File: config.mk
export PLATFORM = sky130hd
export DESIGN_NAME = camera_capture
export DESIGN_NICKNAME = d
export VERILOG_FILES = /design/src/rtl/cam_pkg.sv /design/src/rtl/cam_sync.sv /design/src/rtl/camera_capture.sv
export SDC_FILE = /design/constraint.sdc
export NUM_CORES = 1
export LEC_CHECK = 0
export ABC_AREA = 1
export CAP_MARGIN = 30
export CORE_MARGIN = 2
export CORE_UTILIZATION = 52
export DETAILED_ROUTE_END_ITERATION = 10
export PLACE_DENSITY_LB_ADDON = 0.25
export SYNTH_ARGS = -nofsm -noshare
export SYNTH_HDL_FRONTEND = slang
export SYNTH_SLANG_ARGS = --single-unit
export TNS_END_PERCENT = 30
File: constraint.sdc
create_clock -name clk -period 4.5 [get_ports clk]
set_input_delay 0.9 -clock clk [delete_from_list [all_inputs] [get_ports clk]]
set_output_delay 0.9 -clock clk [all_outputs]
set_load 0.03 [all_outputs]
File: src/rtl/cam_pkg.sv
// Shared constants and FSM encoding for the camera capture path.
package cam_pkg;

   localparam int H_ACTIVE = 640;
   localparam int V_ACTIVE = 480;
   localparam int FB_W     = 320;
   localparam int FB_H     = 240;
   localparam int ADDR_W   = 17;

   typedef enum logic [1:0] {
      IDLE,
      WAIT_FRAME,
      BYTE_HI,
      BYTE_LO
   } cap_state_t;

endpackage

File: src/rtl/cam_sync.sv
// Two-flop synchronizer with a history flop for edge detection on bit 0.
module cam_sync #(
   parameter int W = 1
) (
   input  logic         clk,
   input  logic         reset_n,
   input  logic [W-1:0] din,
   output logic [W-1:0] q,
   output logic         rise,
   output logic         fall
);

   logic [W-1:0] meta;
   logic         prev;

   always_ff @(posedge clk or negedge reset_n) begin
      if (!reset_n) begin
         meta <= '0;
         q    <= '0;
         prev <= 1'b0;
      end else begin
         meta <= din;
         q    <= meta;
         prev <= q[0];
      end
   end

   assign rise = q[0] & ~prev;
   assign fall = ~q[0] & prev;

endmodule

File: src/rtl/camera_capture.sv
// RGB565 camera byte stream to 2:1 decimated RGB444 frame-buffer writes.
module camera_capture #(
   parameter int H_ACTIVE = cam_pkg::H_ACTIVE,
   parameter int V_ACTIVE = cam_pkg::V_ACTIVE,
   parameter int ADDR_W   = cam_pkg::ADDR_W
) (
   input  logic              clk,
   input  logic              reset_n,
   input  logic              cam_pclk,
   input  logic              cam_vsync,
   input  logic              cam_href,
   input  logic [7:0]        cam_d,
   input  logic              capture_en,
   output logic              fb_we,
   output logic [ADDR_W-1:0] fb_addr,
   output logic [11:0]       fb_data,
   output logic              frame_done,
   output logic              busy,
   output logic              err_line
);

   localparam int XW = $clog2(H_ACTIVE + 2);
   localparam int YW = $clog2(V_ACTIVE + 2);
   localparam logic [XW-1:0]     X_END    = XW'(H_ACTIVE);
   localparam logic [XW-1:0]     X_SAT    = XW'(H_ACTIVE + 1);
   localparam logic [YW-1:0]     Y_END    = YW'(V_ACTIVE);
   localparam logic [YW-1:0]     Y_SAT    = YW'(V_ACTIVE + 1);
   localparam logic [ADDR_W-1:0] ROW_STEP = ADDR_W'(H_ACTIVE / 2);

   logic       pclk_s, pclk_rise, pclk_fall;
   logic       vsync_s, vsync_rise, vsync_fall;
   logic       href_s, href_rise, href_fall;
   logic [7:0] d_s;
   logic       d_rise, d_fall;
   logic       unused_ok;

   cam_sync #(.W(1)) u_sync_pclk (
      .clk(clk), .reset_n(reset_n), .din(cam_pclk),
      .q(pclk_s), .rise(pclk_rise), .fall(pclk_fall)
   );
   cam_sync #(.W(1)) u_sync_vsync (
      .clk(clk), .reset_n(reset_n), .din(cam_vsync),
      .q(vsync_s), .rise(vsync_rise), .fall(vsync_fall)
   );
   cam_sync #(.W(1)) u_sync_href (
      .clk(clk), .reset_n(reset_n), .din(cam_href),
      .q(href_s), .rise(href_rise), .fall(href_fall)
   );
   cam_sync #(.W(8)) u_sync_d (
      .clk(clk), .reset_n(reset_n), .din(cam_d),
      .q(d_s), .rise(d_rise), .fall(d_fall)
   );

   assign unused_ok = &{1'b0, pclk_s, pclk_fall, vsync_s, href_rise, d_rise, d_fall};

   cam_pkg::cap_state_t state;
   logic [XW-1:0]     x;
   logic [YW-1:0]     y;
   logic [ADDR_W-1:0] addr;
   logic [ADDR_W-1:0] row_base;
   logic [6:0]        hi;
   logic              frame_err;

   logic          in_line, sample, line_end, frame_end, frame_bad;
   logic [YW-1:0] y_line;

   // Line end is resolved before frame end so a coincident vsync rise sees the final y.
   always_comb begin
      in_line   = (state == cam_pkg::BYTE_HI) || (state == cam_pkg::BYTE_LO);
      sample    = pclk_rise & href_s;
      line_end  = href_fall & in_line;
      frame_end = vsync_rise & in_line;
      y_line    = y;
      frame_bad = frame_err;
      if (line_end) begin
         y_line = (y == Y_SAT) ? y : y + YW'(1);
         if (state == cam_pkg::BYTE_LO || x != X_END) frame_bad = 1'b1;
      end
   end

   always_ff @(posedge clk or negedge reset_n) begin
      if (!reset_n) begin
         state      <= cam_pkg::IDLE;
         x          <= '0;
         y          <= '0;
         addr       <= '0;
         row_base   <= '0;
         hi         <= '0;
         frame_err  <= 1'b0;
         err_line   <= 1'b0;
         busy       <= 1'b0;
         fb_we      <= 1'b0;
         fb_addr    <= '0;
         fb_data    <= '0;
         frame_done <= 1'b0;
      end else begin
         fb_we      <= 1'b0;
         frame_done <= 1'b0;

         if (line_end) begin
            x         <= '0;
            y         <= y_line;
            frame_err <= frame_bad;
            if (frame_bad) err_line <= 1'b1;
            // Re-seed the address from the row base so malformed lines cannot skew later rows.
            if (y[0]) begin
               row_base <= row_base + ROW_STEP;
               addr     <= row_base + ROW_STEP;
            end else begin
               addr     <= row_base;
            end
         end

         case (state)
            cam_pkg::IDLE: begin
               if (capture_en) begin
                  state    <= cam_pkg::WAIT_FRAME;
                  busy     <= 1'b1;
                  err_line <= 1'b0;
               end
            end
            cam_pkg::WAIT_FRAME: begin
               if (!capture_en) begin
                  state <= cam_pkg::IDLE;
                  busy  <= 1'b0;
               end else if (vsync_fall) begin
                  x         <= '0;
                  y         <= '0;
                  addr      <= '0;
                  row_base  <= '0;
                  frame_err <= 1'b0;
                  state     <= cam_pkg::BYTE_HI;
               end
            end
            cam_pkg::BYTE_HI, cam_pkg::BYTE_LO: begin
               if (frame_end) begin
                  if (y_line == Y_END && !frame_bad) frame_done <= 1'b1;
                  else                               err_line   <= 1'b1;
                  state <= capture_en ? cam_pkg::WAIT_FRAME : cam_pkg::IDLE;
                  busy  <= capture_en;
               end else if (line_end) begin
                  state <= cam_pkg::BYTE_HI;
               end else if (sample) begin
                  if (state == cam_pkg::BYTE_HI) begin
                     hi    <= {d_s[7:4], d_s[2:0]};
                     state <= cam_pkg::BYTE_LO;
                  end else begin
                     state <= cam_pkg::BYTE_HI;
                     x     <= (x == X_SAT) ? x : x + XW'(1);
                     if (x < X_END && y < Y_END && !x[0] && !y[0]) begin
                        fb_we   <= 1'b1;
                        fb_addr <= addr;
                        fb_data <= {hi[6:3], hi[2:0], d_s[7], d_s[4:1]};
                        addr    <= addr + ADDR_W'(1);
                     end
                  end
               end
            end
            default: begin
               state <= cam_pkg::IDLE;
               busy  <= 1'b0;
            end
         endcase
      end
   end

endmodule

======== Word level (Yosys, flattened, before mapping) ========
Cells that the tools add are included.
storage, ports and cells
  word-level logic and storage cells ...... 135
  flip-flop bits (word level) ............. 121
  bits of input ports ..................... 14
  output and inout bits ................... 33
operators by class
  equality and inequality tests ........... 13
  bitwise operators ....................... 14
  mux-type cells .......................... 63
  reduce and logical (&&, ||, !) cells .... 15
  $add $sub $neg .......................... 4
  magnitude comparators ................... 2
operator list
  kind                     count
  $mux W17                 13
  $mux W10                 8
  $mux W9                  6
  $pmux W17 S2             1
  $mux W1                  25
  $pmux W10 S2             1
  $eq A9 B9 Y1 const B     2
  $add A17 B1 Y17 const B  1
  $add A17 B9 Y17 const B  1
  $mux W2                  6
  $add A10 B1 Y10 const B  1
  $eq A10 B10 Y1 const B   1
  $lt A10 B10 Y1 const B   1
  $ne A10 B10 Y1 const B   1
  $add A9 B1 Y9 const B    1
  $lt A9 B9 Y1 const B     1
  $and A1 B1 Y1            7
  $not A1 Y1               7
  $ne A2 B2 Y1 const B     3
  $ne A6 B6 Y1 const B     1
  $pmux W2 S3              1
  $reduce_and A3 Y1        2
  $reduce_and A6 Y1        1
  $reduce_and A5 Y1        1
  11 further kinds         18

======== Logic depth before layout (Yosys ltp) ========
Gate-level depths: netlist (run 1).
  word-level depth ........................ 10
  depth in mapped cells ................... 13
  gate-level depth less buffers ........... 13

======== By module ========
Synthesis (run 1) repeated with hierarchy kept, for this count alone.
unflattened totals
  cells, all modules ...................... 717
  area total of the unflattened synthesis .. 5,840.6 µm²
modules (own cells, without submodules)
  module                      instances  seq. area each (µm²)  cells each  area an instance (µm²)
  camera_capture              1          2,252.2               675         5,129.9
  cam_sync (u_sync_d)         1          425.4                 21          440.4
  cam_sync (u_sync_href ...)  3          75.1                  7           90.1

======== Worst setup path after synthesis (run 1) ========
Ideal clock, no wire load.
  path kind ............................... in2reg
  start point ............................. input port capture_en
  end point ............................... register addr[8]
  data arrival time ....................... 1.619 ns
  path slack .............................. 2.805 ns
  data required time ...................... 4.424 ns
  stages on the path ...................... 6
  buffers on the path ..................... 0
  setup time .............................. 0.076 ns
  path through ............................ inv_1 o21ai_1 nand2_1 inv_1 or2_2 o21ai_1
on the way
  cells in the longest elaborated chain, start to end .. 2
ends and longest elaborated chain
  element                 line                   RTL
  start: declaration      camera_capture.sv:13   input logic capture_en,
  $mux W17                camera_capture.sv:123  if (!capture_en) begin
  $pmux W17 S2            camera_capture.sv:114  case (state)
  end signal: assignment  camera_capture.sv:108  addr <= row_base + ROW_STEP;
  end signal: assignment  camera_capture.sv:110  addr <= row_base;
  end signal: assignment  camera_capture.sv:154  addr <= addr + ADDR_W'(1);
  end: declaration        camera_capture.sv:59   logic [ADDR_W-1:0] addr;
No other way between the ends.
A chain may end at the register's enable or synchronous reset.

======== Worst setup path in the final report (run 1) ========
  start point ............................. register state[1]
  end point ............................... register addr[13]
on the way
  cells in the longest elaborated chain, start to end .. 10
  elaborated cells between the ends (all ways) .. 16
  those cells by class .................... 3 x eq/ne; 9 x mux; 2 x bitwise; 2 x reduce/logical
ends and longest elaborated chain
  element                          line                                                                RTL
  start: declaration               camera_capture.sv:56                                                cam_pkg::cap_state_t state;
  start signal: assignment         camera_capture.sv:83                                                state <= cam_pkg::IDLE;
  start signal: assignment         camera_capture.sv:117                                               state <= cam_pkg::WAIT_FRAME;
  start signal: assignment         camera_capture.sv:124                                               state <= cam_pkg::IDLE;
  $eq A2 B2 Y1 (on tied branches)  camera_capture.sv:69, camera_capture.sv:114, camera_capture.sv:144
  $logic_or A1 B1 Y1               camera_capture.sv:69                                                in_line = (state == cam_pkg::BYTE_HI) || (state == cam_pkg::BYTE_LO);
  $and A1 B1 Y1                    camera_capture.sv:71                                                line_end = href_fall & in_line;
  $mux W17                         camera_capture.sv:100                                               if (line_end) begin
  $mux W17                         camera_capture.sv:150                                               if (x < X_END && y < Y_END && !x[0] && !y[0]) begin
  $mux W17                         camera_capture.sv:144                                               if (state == cam_pkg::BYTE_HI) begin
  $mux W17                         camera_capture.sv:143                                               end else if (sample) begin
  $mux W17                         camera_capture.sv:141                                               end else if (line_end) begin
  $mux W17                         camera_capture.sv:136                                               if (frame_end) begin
  $pmux W17 S2 *                   camera_capture.sv:114
Mark *: on every way between the ends. The rest lies on a longest branch, timed or not.

==> flow_summary.json, run 1 <==
{
  "outcome": "finished, final reports clean",
  "p_seq_frac": 0.374,
  "internal_power_mw": 2.64,
  "grt_max_degree": 60,
  "place_hpwl_um": 9640,
  "nNetsFinal": 795,
  "cts_sinks": 115,
  "drtIter0Drc": 399,
  "start_util": 0.530,
  "grt_pass1_wl_um": 23400,
  "ys_seq_area_frac": 0.505,
  "route.detailed.wl_per_inst_um": 15.1,
  "worstMarginPinSlew_ns": 0.805,
  "ys_types": 39,
  "ant_nets": 0,
  "insertedDiodeCount": 0,
  "cp-start-kind": "flip-flop",
  "final_hold_viol_count": 0,
  "setup_ws_ns": 1.81,
  "cp_data_arrival_time_ns": 3.15,
  "yosys.area_share.simple": 0.262,
  "comb_power_share": 0.297,
  "die-area_um2": 11800,
  "core_um2": 10700,
  "required_ns": 4.96,
  "antenna_found_initial": 0,
  "num_rows": 38,
  "setup_viol": 0,
  "synth_fa_ha_area_frac": 0.0154,
  "post_cts_buffers": 0,
  "synth_top_family_by_area": "simple AND/OR/NAND/NOR gates",
  "clk_latency_ns": 0.54,
  "hold_buffers": 0,
  "detail_route.wirelength_um": 14000,
  "hold_path.class": "flip-flop to flip-flop",
  "synthCells": 721,
  "p_leak_nw": 3.25,
  "synth_top_area_cell": "dfrtp_1",
  "viasPerCell": 5.46,
  "cts_tree": "yes",
  "die_h_um": 109,
  "final.setup.tns_ns": 0,
  "timing.fmax_ghz": 0.372,
  "ir_drop_uv": 355,
  "syn_area_um2": 5690,
  "cts_max_level": 4,
  "min_period_ns": 2.69,
  "clockPowerShare": 0.330,
  "drc": 0,
  "synth.ff_latch_count": 115,
  "layout-drive-gt1-share": 0.0762,
  "yosys_most_used_dff": "dfrtp_1",
  "async_flop_share": 1.00,
  "maxCapViolCount": 0,
  "synth_compound_area_frac": 0.125,
  "synth_top_cell_area_share": 0.505,
  "ys_warn_count": 0,
  "grt_use_total": 0.259,
  "dr_total_vias": 5064,
  "criticalPathCategory": "flip-flop to flip-flop",
  "report.final.slew_viol_count": 0,
  "syn2layout_area_growth_pct": 20.8,
  "switching_share": 0.364,
  "min_period_over_period": 0.598,
  "slew_headroom": 0.462,
  "die_w_um": 109,
  "place.gp.congestion": 0.945,
  "synth_edf_count": 0,
  "syn_nets": 742,
  "gr-total-overflow": 0,
  "power.density_nw_per_um2": 603,
  "syn_area_per_cell_um2": 7.90,
  "cts_resized": 0,
  "cts_buffers": 17,
  "yosys.area_share.xor_xnor": 0.0200,
  "clkTransAtPathRegs_ns": 0.06,
  "netlist_top_cells_count": "202 x nand2_1, 115 x dfrtp_1, 76 x inv_1",
  "io_buffers": 46,
  "grt_pass1_vias": 4815,
  "io-pin-count": 47,
  "ys_top_cells_by_area": "dfrtp_1 51%, nand2_1 13%, inv_1 5.0%",
  "yosys.cell_count.top_type": "nand2_1",
  "cts_buffer_depth": 2,
  "crit_fanout": 54,
  "rsz0062_at_grt": "false",
  "dp_slack_ns": 1.69,
  "synth_mux_area_frac": 0,
  "clk_root_buffer_cell": "clkbuf_8",
  "finClkSkew_ns": 0.0102,
  "dr.pass1.iters": 6,
  "end_kind": "flip-flop",
  "p_sw_mw": 1.51
}
## metal layers
layer,global-route usage,vias up,share of wire
met5,0,-,0
met4,0.0861,0,0.015
met3,0.0628,20,0.055
met2,0.418,151,0.49
met1,0.344,2434,0.44
li1,-,2459,-
## cell type report
type | count | area (µm²)
clock buffer | 24 | 480
clock inverter | 8 | 124
fill | 918 | 3870
inverter | 89 | 334
multi-input combinational | 502 | 2400
sequential | 115 | 2880
tap | 140 | 175
timing repair buffer | 49 | 480
## through the flow
step           power (mW)  hold slack [ns]  instances  utilization  area, µm²
6_report             4.15            0.346        927        0.640       6880
5_1_grt              4.39            0.355        927        0.640       6880
4_1_cts              4.15            0.349        927        0.640       6880
3_5_place_dp         2.77            0.336        895        0.584       6270
3_3_place_gp         2.72            0.333        895        0.584       6270
2_1_floorplan        2.35            0.331        721            -       5690
## state kept, by name, indices dropped and copies added (netlist names), 2 cells and up
register and cells:
fb_data 12, u_sync_d.meta 8, state 2, u_sync_d.q 8, y 9, x 10, addr 17, hi 7
fb_addr 17, row_base 11
## cell families (layout without fill, tap and decap cells)
| logic type | after synthesis | in the layout |
|---|---|---|
| and+or+nand+nor | 353 | 353 |
| AOI/OAI and AO/OA | 129 | 129 |
| adders and majority gates | 7 | 7 |
| buffers and inverters | 104 | 170 |
| xor gates and xnor gates | 13 | 13 |
| DFF | 115 | 115 |
## final timing paths
path	start	end	slack, ns	depth (start not counted)
max	state[1]$_DFFE_PN0P_	addr[13]$_DFF_PN0_	1.81	8
min	u_sync_d.meta[5]$_DFF_PN0_	u_sync_d.q[5]$_DFF_PN0_	0.35	0
max reg2reg	state[1]$_DFFE_PN0P_	addr[13]$_DFF_PN0_	1.81	8
min reg2reg	u_sync_d.meta[5]$_DFF_PN0_	u_sync_d.q[5]$_DFF_PN0_	0.35	0
max in group asynchronous	reset_n	u_sync_d.q[2]$_DFF_PN0_	3.16	2
min in group asynchronous	reset_n	x[3]$_DFFE_PN0P_	0.44	1
## power groups by stage
stage | Sequential, mW | Clock (mW) | Combinational (mW)
after floorplan | 1.63 | 0 | 0.720
after global placement | 1.54 | 0 | 1.18
after detailed placement | 1.56 | 0 | 1.21
after CTS | 1.54 | 1.38 | 1.22
after global routing | 1.58 | 1.43 | 1.38
final | 1.55 | 1.37 | 1.23
## worst max-delay path, cell delays in order, from the launching register on
cell and delay, ns:
dfrtp_1 0.68, nand2_1 0.36, inv_2 0.21, nand2_2 0.12, nor2_4 0.36, inv_2 0.41, a21oi_1 0.24, o21ai_1 0.09
a21oi_1 0.13
## cells in the final DEF, fill, tap and decap left out, drive strengths merged, types with 12 or more instances in the layout
cell type / Yosys / final
a21oi: 25 / 25
nor2: 76 / 76
o21ai: 80 / 80
nand2: 205 / 205
clkbuf: 1 / 24
xor2: 12 / 12
clkdlybuf4s50: 0 / 45
nand3: 46 / 46
dfrtp: 115 / 115
inv: 88 / 88
No activity file was read; power rests on OpenSTA's default activity.
==> run 2: changes to the inputs <==
- clock period: 4.5 -> 2.5 ns (I/O delays scaled with it)
==> run 2 against run 1 <==
Register-to-register slack got worse by 1.4 ns. Clock skew is 0.0029 ns lower. Sequential power increased by 78%. Count of clock-buffer cells in the layout is 7 lower. Combinational power is 82% higher. Setup slack got worse by 1.4 ns. Largest power group unchanged.
==> flow_summary.json, run 2 (synthesis results as in run 1) <==
{
  "start_util": 0.530,
  "clk_root_buffer_cell": "clkbuf_8",
  "crit_fanout": 9,
  "die-area_um2": 11800,
  "comb_power_share": 0.303,
  "required_ns": 2.91,
  "finClkSkew_ns": 0.00734,
  "post_cts_buffers": 0,
  "critPathLaunch": "state[1]$_DFFE_PN0P_",
  "detail_route.wirelength_um": 13900,
  "viasPerCell": 5.43,
  "p_seq_frac": 0.374,
  "syn2layout_area_growth_pct": 22.1,
  "hold_buffers": 0,
  "gr-total-overflow": 0,
  "drc": 0,
  "antenna_found_initial": 0,
  "clk_latency_ns": 0.52,
  "grt_max_degree": 116,
  "cts_tree": "yes",
  "switching_share": 0.379,
  "layout-drive-gt1-share": 0.0905,
  "cts_resized": 0,
  "cts_max_level": 4,
  "setup_ws_ns": 0.423,
  "criticalPathCategory": "flip-flop to flip-flop",
  "hold_path.class": "primary input to asynchronous set/reset pin",
  "drtIter0Drc": 543,
  "final.setup.tns_ns": 0,
  "dp_slack_ns": 0.282,
  "dr_total_vias": 5079,
  "nNetsFinal": 804,
  "core_um2": 10700,
  "layout_common_cells": "202 x nand2_1, 115 x dfrtp_1, 76 x inv_1",
  "totalPowerFinal_mw": 7.40,
  "min_period_ns": 2.08,
  "place.gp.congestion": 0.955,
  "slew_headroom": 0.575,
  "dr.pass1.iters": 7,
  "rr_worst_depth": 9,
  "timing.critical_path.to": "err_line$_DFF_PN0_",
  "num_rows": 38,
  "layout_commonest_cell": "nand2_1",
  "clockPowerShare": 0.323,
  "p_sw_mw": 2.80,
  "maxCapViolCount": 0,
  "rsz0062_at_grt": "false",
  "clkTransAtPathRegs_ns": 0.06,
  "cp-start-kind": "flip-flop",
  "insertedDiodeCount": 0,
  "die_w_um": 109,
  "final_hold_viol_count": 0,
  "report.final.slew_viol_count": 0,
  "cp_data_arrival_time_ns": 2.48,
  "cts_sinks": 115,
  "grt_pass1_wl_um": 23000,
  "end_kind": "flip-flop",
  "grt_pass1_vias": 4781,
  "rrSetupSlack_ns": 0.42,
  "worstMarginPinSlew_ns": 0.638,
  "grt_use_total": 0.255,
  "cts_buffer_depth": 2,
  "rr_startpoint": "state[1]$_DFFE_PN0P_",
  "die_h_um": 109,
  "io-pin-count": 47,
  "min_period_over_period": 0.831,
  "reg2reg_to": "err_line$_DFF_PN0_",
  "outcome": "finished, final reports clean",
  "p_leak_nw": 3.30,
  "route.detailed.wl_per_inst_um": 14.9,
  "ir_drop_uv": 670,
  "power.density_nw_per_um2": 1060,
  "ant_nets": 0,
  "setup_viol": 0,
  "internal_power_mw": 4.59,
  "place_hpwl_um": 9830,
  "timing.fmax_ghz": 0.481,
  "post-route-util": 0.647,
  "io_buffers": 46,
  "largest_registers": "addr x17, fb_addr x17, fb_data x12",
  "cts_buffers": 17
}
-- run 2: cell count changes in the layout (fill, tap and decap cells not counted), sizes merged --
cell,change
bufinv,-1
buf,+9
clkinvlp,-1
inv,+6
clkbuf,-7
clkinv,+3
-- run 2: worst min-delay path by stage --
stage	endpoint	cells after the start
2_1_floorplan	addr[0]$_DFF_PN0_	0
3_3_place_gp	u_sync_d.q[5]$_DFF_PN0_	0
3_5_place_dp	u_sync_d.q[1]$_DFF_PN0_	0
4_1_cts	frame_err$_DFF_PN0_	2
5_1_grt	x[8]$_DFFE_PN0P_	2
6_report	x[8]$_DFFE_PN0P_	2
-- run 2: metrics by stage --
step,area (µm²),hold WS [ns],instances
detailed placement,6360,0.335,904
global placement,6360,0.333,904
global route,6950,0.0981,936
CTS,6950,0.0859,936
finish,6950,0.0214,936
floorplan,5690,0.204,721
-- run 2: final cells by class --
| type | count | area [µm²] |
|---|---|---|
| well taps | 140 | 175 |
| multi-input cells | 502 | 2400 |
| clock inverters | 15 | 171 |
| flip-flops and latches | 115 | 2880 |
| inverters | 89 | 334 |
| repair buffers | 58 | 573 |
| clock buffers | 17 | 414 |
| fillers | 904 | 3790 |
-- run 2: per-layer routing --
| layer | wire [µm] | GRT usage | up-vias |
|---|---|---|---|
| li1 | - | - | 2466 |
| met1 | 6100 | 0.343 | 2380 |
| met2 | 6580 | 0.402 | 211 |
| met3 | 1090 | 0.0705 | 22 |
| met4 | 153 | 0.0806 | 0 |
| met5 | 0 | 0 | - |
-- run 2: power by group through the flow --
| stage | clock network [mW] | logic [mW] | registers [mW] |
|---|---|---|---|
| 2_1_floorplan | 0 | 1.30 | 2.93 |
| 3_3_place_gp | 0 | 2.17 | 2.77 |
| 3_5_place_dp | 0 | 2.22 | 2.78 |
| 4_1_cts | 2.42 | 2.24 | 2.75 |
| 5_1_grt | 2.51 | 2.54 | 2.83 |
| 6_report | 2.39 | 2.24 | 2.76 |
-- run 2: worst max-delay path: stages (launching register included) --
cell      delay (ns)
dfrtp_1         0.49
buf_4           0.22
nand2_1         0.24
nand2_1         0.12
a21boi_0        0.37
nand2_1         0.10
nor2_1          0.15
nand3_1         0.14
nand2_1         0.09
nand2_1         0.05
